===== config.mk =====
export PLATFORM = sky130hd
export DESIGN_NAME = mem_access_stage
export DESIGN_NICKNAME = d
export VERILOG_FILES = /design/src/rtl/mem_access_stage.sv
export SDC_FILE = /design/constraint.sdc
export NUM_CORES = 1
export LEC_CHECK = 0
export ABC_AREA = 0
export CELL_PAD_IN_SITES_DETAIL_PLACEMENT = 0
export CELL_PAD_IN_SITES_GLOBAL_PLACEMENT = 1
export CORE_AREA = 2 2 183 185
export DETAILED_ROUTE_END_ITERATION = 10
export DIE_AREA = 0 0 185 187
export DONT_BUFFER_PORTS = 1
export PLACE_DENSITY_LB_ADDON = 0.05
export SETUP_SLACK_MARGIN = 0.2
export SYNTH_ARGS = -nofsm -noshare
export SYNTH_HDL_FRONTEND = slang
export SYNTH_SLANG_ARGS = --single-unit

===== constraint.sdc =====
create_clock -name clk -period 3.7 [get_ports clk]
set_clock_uncertainty 0.2 [all_clocks]
set_input_delay 1.11 -clock clk [delete_from_list [all_inputs] [get_ports clk]]
set_output_delay 1.11 -clock clk [all_outputs]
set_load 0.005 [all_outputs]

===== src/rtl/mem_access_stage.sv =====
`default_nettype none
// ============================================================================
// Module   : mem_access_stage
// Purpose  : Memory-access pipeline stage between EX/MEM and MEM/WB.
//            Non-memory instructions pass through in one cycle. Loads and
//            stores are issued on a req/ack data bus. Upstream stages are
//            stalled while the access is outstanding. An access that sees no
//            ack within TIMEOUT_CYCLES is aborted with a bus_error pulse.
// Params   : TIMEOUT_CYCLES - cycles mem_req may stay high without mem_ack
//                             (legal range 2..255)
// Macro    : MEM_MISALIGN_TRAP_EN - when defined, a memory op whose address
//            has AluOut[2:0] != 0 is not issued on the bus. It retires next
//            cycle with a misalign pulse. When undefined, misalign is tied
//            to 0.
// Ports    : clk, reset (sync, active-high)
//            EX/MEM in : valid_in, RegWrite, MemtoReg, MemWrite,
//                        AluOut, DataOut, Rd_in
//            stall     : combinational hold request to upstream stages
//            bus       : mem_req, mem_we, mem_addr, mem_wdata (out),
//                        mem_rdata, mem_ack (in)
//            MEM/WB out: valid_out, RegWrite_Out, MemtoReg_Out, ReadData,
//                        AluResult_Out, Rd_out, bus_error, misalign
// Revision : 1.0 - initial release
// ============================================================================
module mem_access_stage #(
  parameter int TIMEOUT_CYCLES = 16
) (
  input  logic        clk,
  input  logic        reset,
  input  logic        valid_in,
  input  logic        RegWrite,
  input  logic        MemtoReg,
  input  logic        MemWrite,
  input  logic [63:0] AluOut,
  input  logic [63:0] DataOut,
  input  logic [4:0]  Rd_in,
  output logic        stall,
  output logic        mem_req,
  output logic        mem_we,
  output logic [63:0] mem_addr,
  output logic [63:0] mem_wdata,
  input  logic [63:0] mem_rdata,
  input  logic        mem_ack,
  output logic        valid_out,
  output logic        RegWrite_Out,
  output logic        MemtoReg_Out,
  output logic [63:0] ReadData,
  output logic [63:0] AluResult_Out,
  output logic [4:0]  Rd_out,
  output logic        bus_error,
  output logic        misalign
);

  localparam logic [7:0] c_to_last = 8'(TIMEOUT_CYCLES - 1);

  typedef enum logic [0:0] {
    S_IDLE   = 1'b0,
    S_ACCESS = 1'b1
  } state_t;

  state_t      r_state;
  state_t      w_state_nxt;
  logic [7:0]  r_cnt;

  logic        r_mem_req;
  logic        r_mem_we;
  logic [63:0] r_mem_addr;
  logic [63:0] r_mem_wdata;

  // Latched control of the outstanding access
  logic        r_l_rw;
  logic        r_l_m2r;
  logic [4:0]  r_l_rd;

  logic        r_valid_out;
  logic        r_rw_out;
  logic        r_m2r_out;
  logic [63:0] r_read_data;
  logic [63:0] r_alu_out;
  logic [4:0]  r_rd_out;
  logic        r_bus_err;
  logic        r_mis;

  logic        w_mem_op;
  logic        w_mis;
  logic        w_issue;
  logic        w_timeout;

  assign w_mem_op = valid_in & (MemWrite | MemtoReg);

`ifdef MEM_MISALIGN_TRAP_EN
  assign w_mis = w_mem_op & (|AluOut[2:0]);
`else
  assign w_mis = 1'b0;
`endif

  // State register
  always_ff @(posedge clk) begin
    if (reset) begin
      r_state <= S_IDLE;
    end else begin
      r_state <= w_state_nxt;
    end
  end

  // Next state and stall. Stall drops in the ack/timeout cycle so that
  // EX/MEM advances on the same edge that retires the access.
  always_comb begin
    w_state_nxt = r_state;
    stall       = 1'b0;
    w_issue     = 1'b0;
    w_timeout   = 1'b0;
    case (r_state)
      S_IDLE: begin
        if (w_mem_op && !w_mis) begin
          w_issue     = 1'b1;
          stall       = 1'b1;
          w_state_nxt = S_ACCESS;
        end
      end
      S_ACCESS: begin
        // An ack in the last allowed cycle takes priority over the timeout
        w_timeout = ~mem_ack & (r_cnt == c_to_last);
        if (mem_ack || w_timeout) begin
          w_state_nxt = S_IDLE;
        end else begin
          stall = 1'b1;
        end
      end
      default: w_state_nxt = S_IDLE;
    endcase
  end

  // Bus side and MEM/WB payload registers
  always_ff @(posedge clk) begin
    if (reset) begin
      r_cnt       <= 8'd0;
      r_mem_req   <= 1'b0;
      r_mem_we    <= 1'b0;
      r_mem_addr  <= 64'd0;
      r_mem_wdata <= 64'd0;
      r_l_rw      <= 1'b0;
      r_l_m2r     <= 1'b0;
      r_l_rd      <= 5'd0;
      r_valid_out <= 1'b0;
      r_rw_out    <= 1'b0;
      r_m2r_out   <= 1'b0;
      r_read_data <= 64'd0;
      r_alu_out   <= 64'd0;
      r_rd_out    <= 5'd0;
      r_bus_err   <= 1'b0;
      r_mis       <= 1'b0;
    end else begin
      // Pulse-type outputs default low; data outputs hold
      r_valid_out <= 1'b0;
      r_rw_out    <= 1'b0;
      r_m2r_out   <= 1'b0;
      r_bus_err   <= 1'b0;
      r_mis       <= 1'b0;
      case (r_state)
        S_IDLE: begin
          if (w_issue) begin
            r_mem_req   <= 1'b1;
            r_mem_we    <= MemWrite;
            r_mem_addr  <= AluOut;
            r_mem_wdata <= DataOut;
            r_l_rw      <= RegWrite;
            // Both MemWrite and MemtoReg set is a store: no load write-back
            r_l_m2r     <= MemtoReg & ~MemWrite;
            r_l_rd      <= Rd_in;
            r_cnt       <= 8'd0;
          end else if (valid_in) begin
            // ALU pass-through, or a trapped misaligned memory op
            r_valid_out <= 1'b1;
            r_rw_out    <= RegWrite & ~w_mis & (Rd_in != 5'd0);
            r_alu_out   <= AluOut;
            r_rd_out    <= Rd_in;
            r_mis       <= w_mis;
          end
        end
        S_ACCESS: begin
          if (mem_ack) begin
            r_mem_req   <= 1'b0;
            r_valid_out <= 1'b1;
            r_rw_out    <= r_l_rw & (r_l_rd != 5'd0);
            r_m2r_out   <= r_l_m2r;
            if (!r_mem_we) begin
              r_read_data <= mem_rdata;
            end
            r_alu_out   <= r_mem_addr;
            r_rd_out    <= r_l_rd;
          end else if (w_timeout) begin
            r_mem_req   <= 1'b0;
            r_valid_out <= 1'b1;
            r_bus_err   <= 1'b1;
            r_alu_out   <= r_mem_addr;
            r_rd_out    <= r_l_rd;
          end else begin
            r_cnt <= r_cnt + 8'd1;
          end
        end
        default: ;
      endcase
    end
  end

  assign mem_req       = r_mem_req;
  assign mem_we        = r_mem_we;
  assign mem_addr      = r_mem_addr;
  assign mem_wdata     = r_mem_wdata;
  assign valid_out     = r_valid_out;
  assign RegWrite_Out  = r_rw_out;
  assign MemtoReg_Out  = r_m2r_out;
  assign ReadData      = r_read_data;
  assign AluResult_Out = r_alu_out;
  assign Rd_out        = r_rd_out;
  assign bus_error     = r_bus_err;
  assign misalign      = r_mis;

endmodule
`default_nettype wire


### Yosys cells after proc, flatten, opt, wreduce, memory -nomap -nowiden

Cells that the tools add are included.

| word-level totals | value |
|---|---|
| bits in registers | 283 |

| cells by class | value |
|---|---|
| reduce and logical (&&, ||, !) cells | 10 |
| multiplexer cells | 32 |
| equal/unequal tests | 7 |
| bitwise gates (word level) | 10 |
| $add $sub $neg | 1 |

Operator list:

| kind | number |
|---|---|
| two-way mux 64 bit | 4 |
| case mux 64 bit (2 select lines) | 1 |
| two-way mux 8 bit | 3 |
| two-way mux 5 bit | 4 |
| case mux 8 bit (2 select lines) | 1 |
| two-way mux 1 bit | 14 |
| inequality test 2 bit (second input constant) | 5 |
| case mux 5 bit (2 select lines) | 1 |
| nonzero test 5 bit | 2 |
| AND reduction 3 bit | 3 |
| adder 8 x 1 -> 8 bit (second input constant) | 1 |
| equality test 8 x 4 -> 1 bit (second input constant) | 1 |
| case mux 1 bit (2 select lines) | 4 |
| OR reduction 3 bit | 2 |
| AND 1 bit | 5 |
| inverter 1 bit | 4 |
| AND reduction 2 bit | 2 |
| inequality test 3 x 2 -> 1 bit (second input constant) | 1 |
| logical OR 1 bit | 1 |
| OR 1 bit | 1 |

### Depth between registers and ports, before layout

| logic depth | value |
|---|---|
| word-level depth | 6 |
| gate-level depth with buffers | 8 |
| mapped depth without buffers | 5 |

### Worst setup path before layout

Ideal clock, no wire load.

| timing path | value |
|---|---|
| path type | input port to output port |
| from | input port valid_in |
| to | output port stall |
| buffers on the path | 4 |
| stages | 7 |
| path slack | 0.232 ns |
| data arrival time | 2.158 ns |
| cells stage by stage | buf_2 > nor2b_1 > buf_2 > nand2_1 > clkbuf_1 > nand2_1 > buf_2 |

| between the ends | value |
|---|---|
| longest elaborated chain between the ends | 3 |

Ends and longest elaborated chain:

| element | line | text |
|---|---|---|
| start: declaration | 30 | `input logic valid_in,` |
| AND 1 bit | 89 | `assign w_mem_op = valid_in & (MemWrite \| MemtoReg);` |
| two-way mux 1 bit | 115 | `if (w_mem_op && !w_mis) begin` |
| case mux 1 bit (2 select lines) | 113 | `case (r_state)` |
| end: declaration | 37 | `output logic stall,` |

No other way between the ends.

### Worst setup path after layout

| timing path | value |
|---|---|
| from | register r_state |
| to | output port stall |

| between the ends | value |
|---|---|
| longest elaborated chain between the ends | 2 |

Ends and longest elaborated chain:

| element | line | text |
|---|---|---|
| start: declaration | 61 | `state_t r_state;` |
| start signal: assignment | 102 | `r_state <= w_state_nxt;` |
| inverter 1 bit (no line) | - |  |
| case mux 1 bit (2 select lines) (*) | 113 |  |

Every way passes the cells marked *; elsewhere a longest branch is shown, timed or not.

==> results.cfg <==
[routing]
drtIter0Drc = 515
via_per_inst = 5.23
drtAntennaViolNets = 0
first_pass_iters = 5
route.detailed.drc = 0
vias = 9526
drt_wl_total_mm = 39.8
wl_per_cell_um = 21.8

[setup_path]
worstSetupEndpointType = primary output
worstPathArrival_ns = 1.69
reg2reg_depth = 6
crit_path_max_fanout = 20
cp-start-kind = register
crit_type = register to primary output
required_ns = 2.39

[power_and_ir_drop]
power_frac_seq_pct = 45.4
ir_drop_mv = 0.300
p_sw_share_pct = 25.2
power_density_nw_per_um2 = 605
p_leak_nw = 4.65
power.internal_mw = 5.70
p_comb_share_pct = 9.1
p_total_mw = 7.63
pwr-share-clk_pct = 45.5
power_switching_mw = 1.93

[clock_network]
cts.clk_slew.worst_paths_ns = 0.06
ctsResizeCount = 0
cts_buffers = 34
cts_num_sinks = 283
cts_setup_buffers = 0
clock-root-buffer = clkbuf_16
hold_buffers = 0
cts_tree = built
insertion_delay_ns = 0.50
h-tree-depth = 2
max-clock-path-buffers = 3

[global_routing]
grt_pass1_wl_mm = 58.7
grt.total_usage_pct = 22.0
grt_pass1_vias = 9040
grt_antenna_before_repair = 0
grt_overflow_total = 0
grt_start_max_net_pins = 210

[synthesis]
synth-edff-count = 0
avgSynthCellArea_um2 = 7.91
yosysTopAreaCell = dfxtp_1
syn-num-nets = 1618
synth-main-ff-cell = dfxtp_1
synth_top_area_share_pct = 50.7
synthCells = 1413
yosys_warnings = 0
ys_seq_elements = 283
async_flop_share_pct = 0
synth-seq-area-share_pct = 50.7
syn_area_um2 = 11200
synthTopCellsByArea = dfxtp_1, nand2_1, a2bb2oi_1
yosysUniqueCellTypes = 38

[floorplan]
die_w_um = 185
design.core.area_um2 = 32900
io_pins = 473
start_util_pct = 34.0
dieArea_um2 = 34600
rows = 67
die_y_um = 187

[flow_run]
max_cap_viol_count = 0

[run_status]
status = finished, final reports clean

[sta]
fin_ws_ns = 0.698
tightest_slew_ns = 0.874
fin_crit_ns = 3.00
relSlewSlack_pct = 41.8
finalCritPeriodShare_pct = 81.1
fmax_ghz = 0.333
rsz0062_at_grt = no
drv_slew = 0
setup_viol = 0
fin_setup_tns_ns = 0
hold_viol = 0

[final_layout]
final_cell_mix = nand2_1, dfxtp_1, a21oi_1
layout-drive-gt1-share_pct = 6.41
fin_nets = 1553
layout_commonest_cell = nand2_1
final_util_pct = 38.4
area_growth_pct = 12.8
layout.cells.non_filler = 1821
diodes = 0

[placement]
finalWeightedCongestion = 0.732
pre_cts_slack_ns = 0.691
portBuffers = 0
dp_cells = 1760
dpl.hpwl_mm = 25.3

[worst_hold_path]
min_delay_path_depth = 2
hold_class = register to register
[final cells by class]
cell class	count	area, um2
flip-flops and latches	283	5670
clock inverters	10	103
inverters	3	11.3
well taps	448	561
repair buffers	18	185
fillers	3434	20300
clock buffers	51	1080
multi-input cells	1008	5000
[logic make-up after synthesis]
family,Yosys count,synth area share (%)
flops,283,50.7
buf+inv,122,4.77
xor+xnor,1,0.0784
other cells,1,0.0335
simple gates,643,23.0
fa+ha+maj,1,0.112
compound gates,362,21.3
[per-layer routing]
metal / GRT usage [%] / vias to the layer above / routed length [um]
met4: 6.68 / 0 / 1020
met1: 26.2 / 4462 / 15700
met5: 0 / - / 0
li1: - / 4658 / -
met2: 36.8 / 359 / 19300
met3: 7.89 / 47 / 3820
[power by group through the flow]
stage	Combinational (mW)	Clock (mW)	Sequential, mW
after detailed placement	0.702	0	3.54
final	0.693	3.47	3.46
after global placement	0.689	0	3.54
after floorplan	0.606	0	3.44
after global routing	0.778	3.71	3.49
after CTS	0.703	3.58	3.47
[worst paths after layout]
check                      endpoint  slack [ns]              start
setup / recovery              stall        0.70            r_state
hold / removal    AluResult_Out[39]        0.26  AluResult_Out[39]
setup reg to reg   AluResult_Out[5]        1.07           r_cnt[4]
hold reg to reg   AluResult_Out[39]        0.26  AluResult_Out[39]
[critical path, cell delays in order (launching register included)]
cell	delay, ns
dfxtp_2	0.59
nor2b_1	0.34
o21ai_4	0.10
nand2_2	0.15
[sequential cells by signal (all words and copies together), names as in the netlist, 5 cells and up]
| name | cells |
|---|---|
| ReadData | 64 |
| mem_addr | 64 |
| Rd_out | 5 |
| r_cnt | 8 |
| r_l_rd | 5 |
| mem_wdata | 64 |
| AluResult_Out | 64 |
[Yosys cell counts, drive strengths merged, types with 3 or more instances]
| cell type | number |
|---|---|
| o21ai | 5 |
| nand2 | 472 |
| dfxtp | 283 |
| a21oi | 210 |
| buf | 47 |
| nor2 | 75 |
| or3 | 3 |
| nand3 | 74 |
| or4 | 5 |
| a2bb2oi | 138 |
| clkbuf | 72 |
| inv | 3 |
[stage by stage]
| stage | hold WS (ns) | cell area (um2) |
|---|---|---|
| 3_3_place_gp | 0.249 | 11400 |
| 4_1_cts | 0.260 | 12600 |
| 6_report | 0.264 | 12600 |
| 5_1_grt | 0.281 | 12600 |
| 2_1_floorplan | 0.237 | 11200 |
| 3_5_place_dp | 0.251 | 11400 |
(Power assumes the default switching activity.)
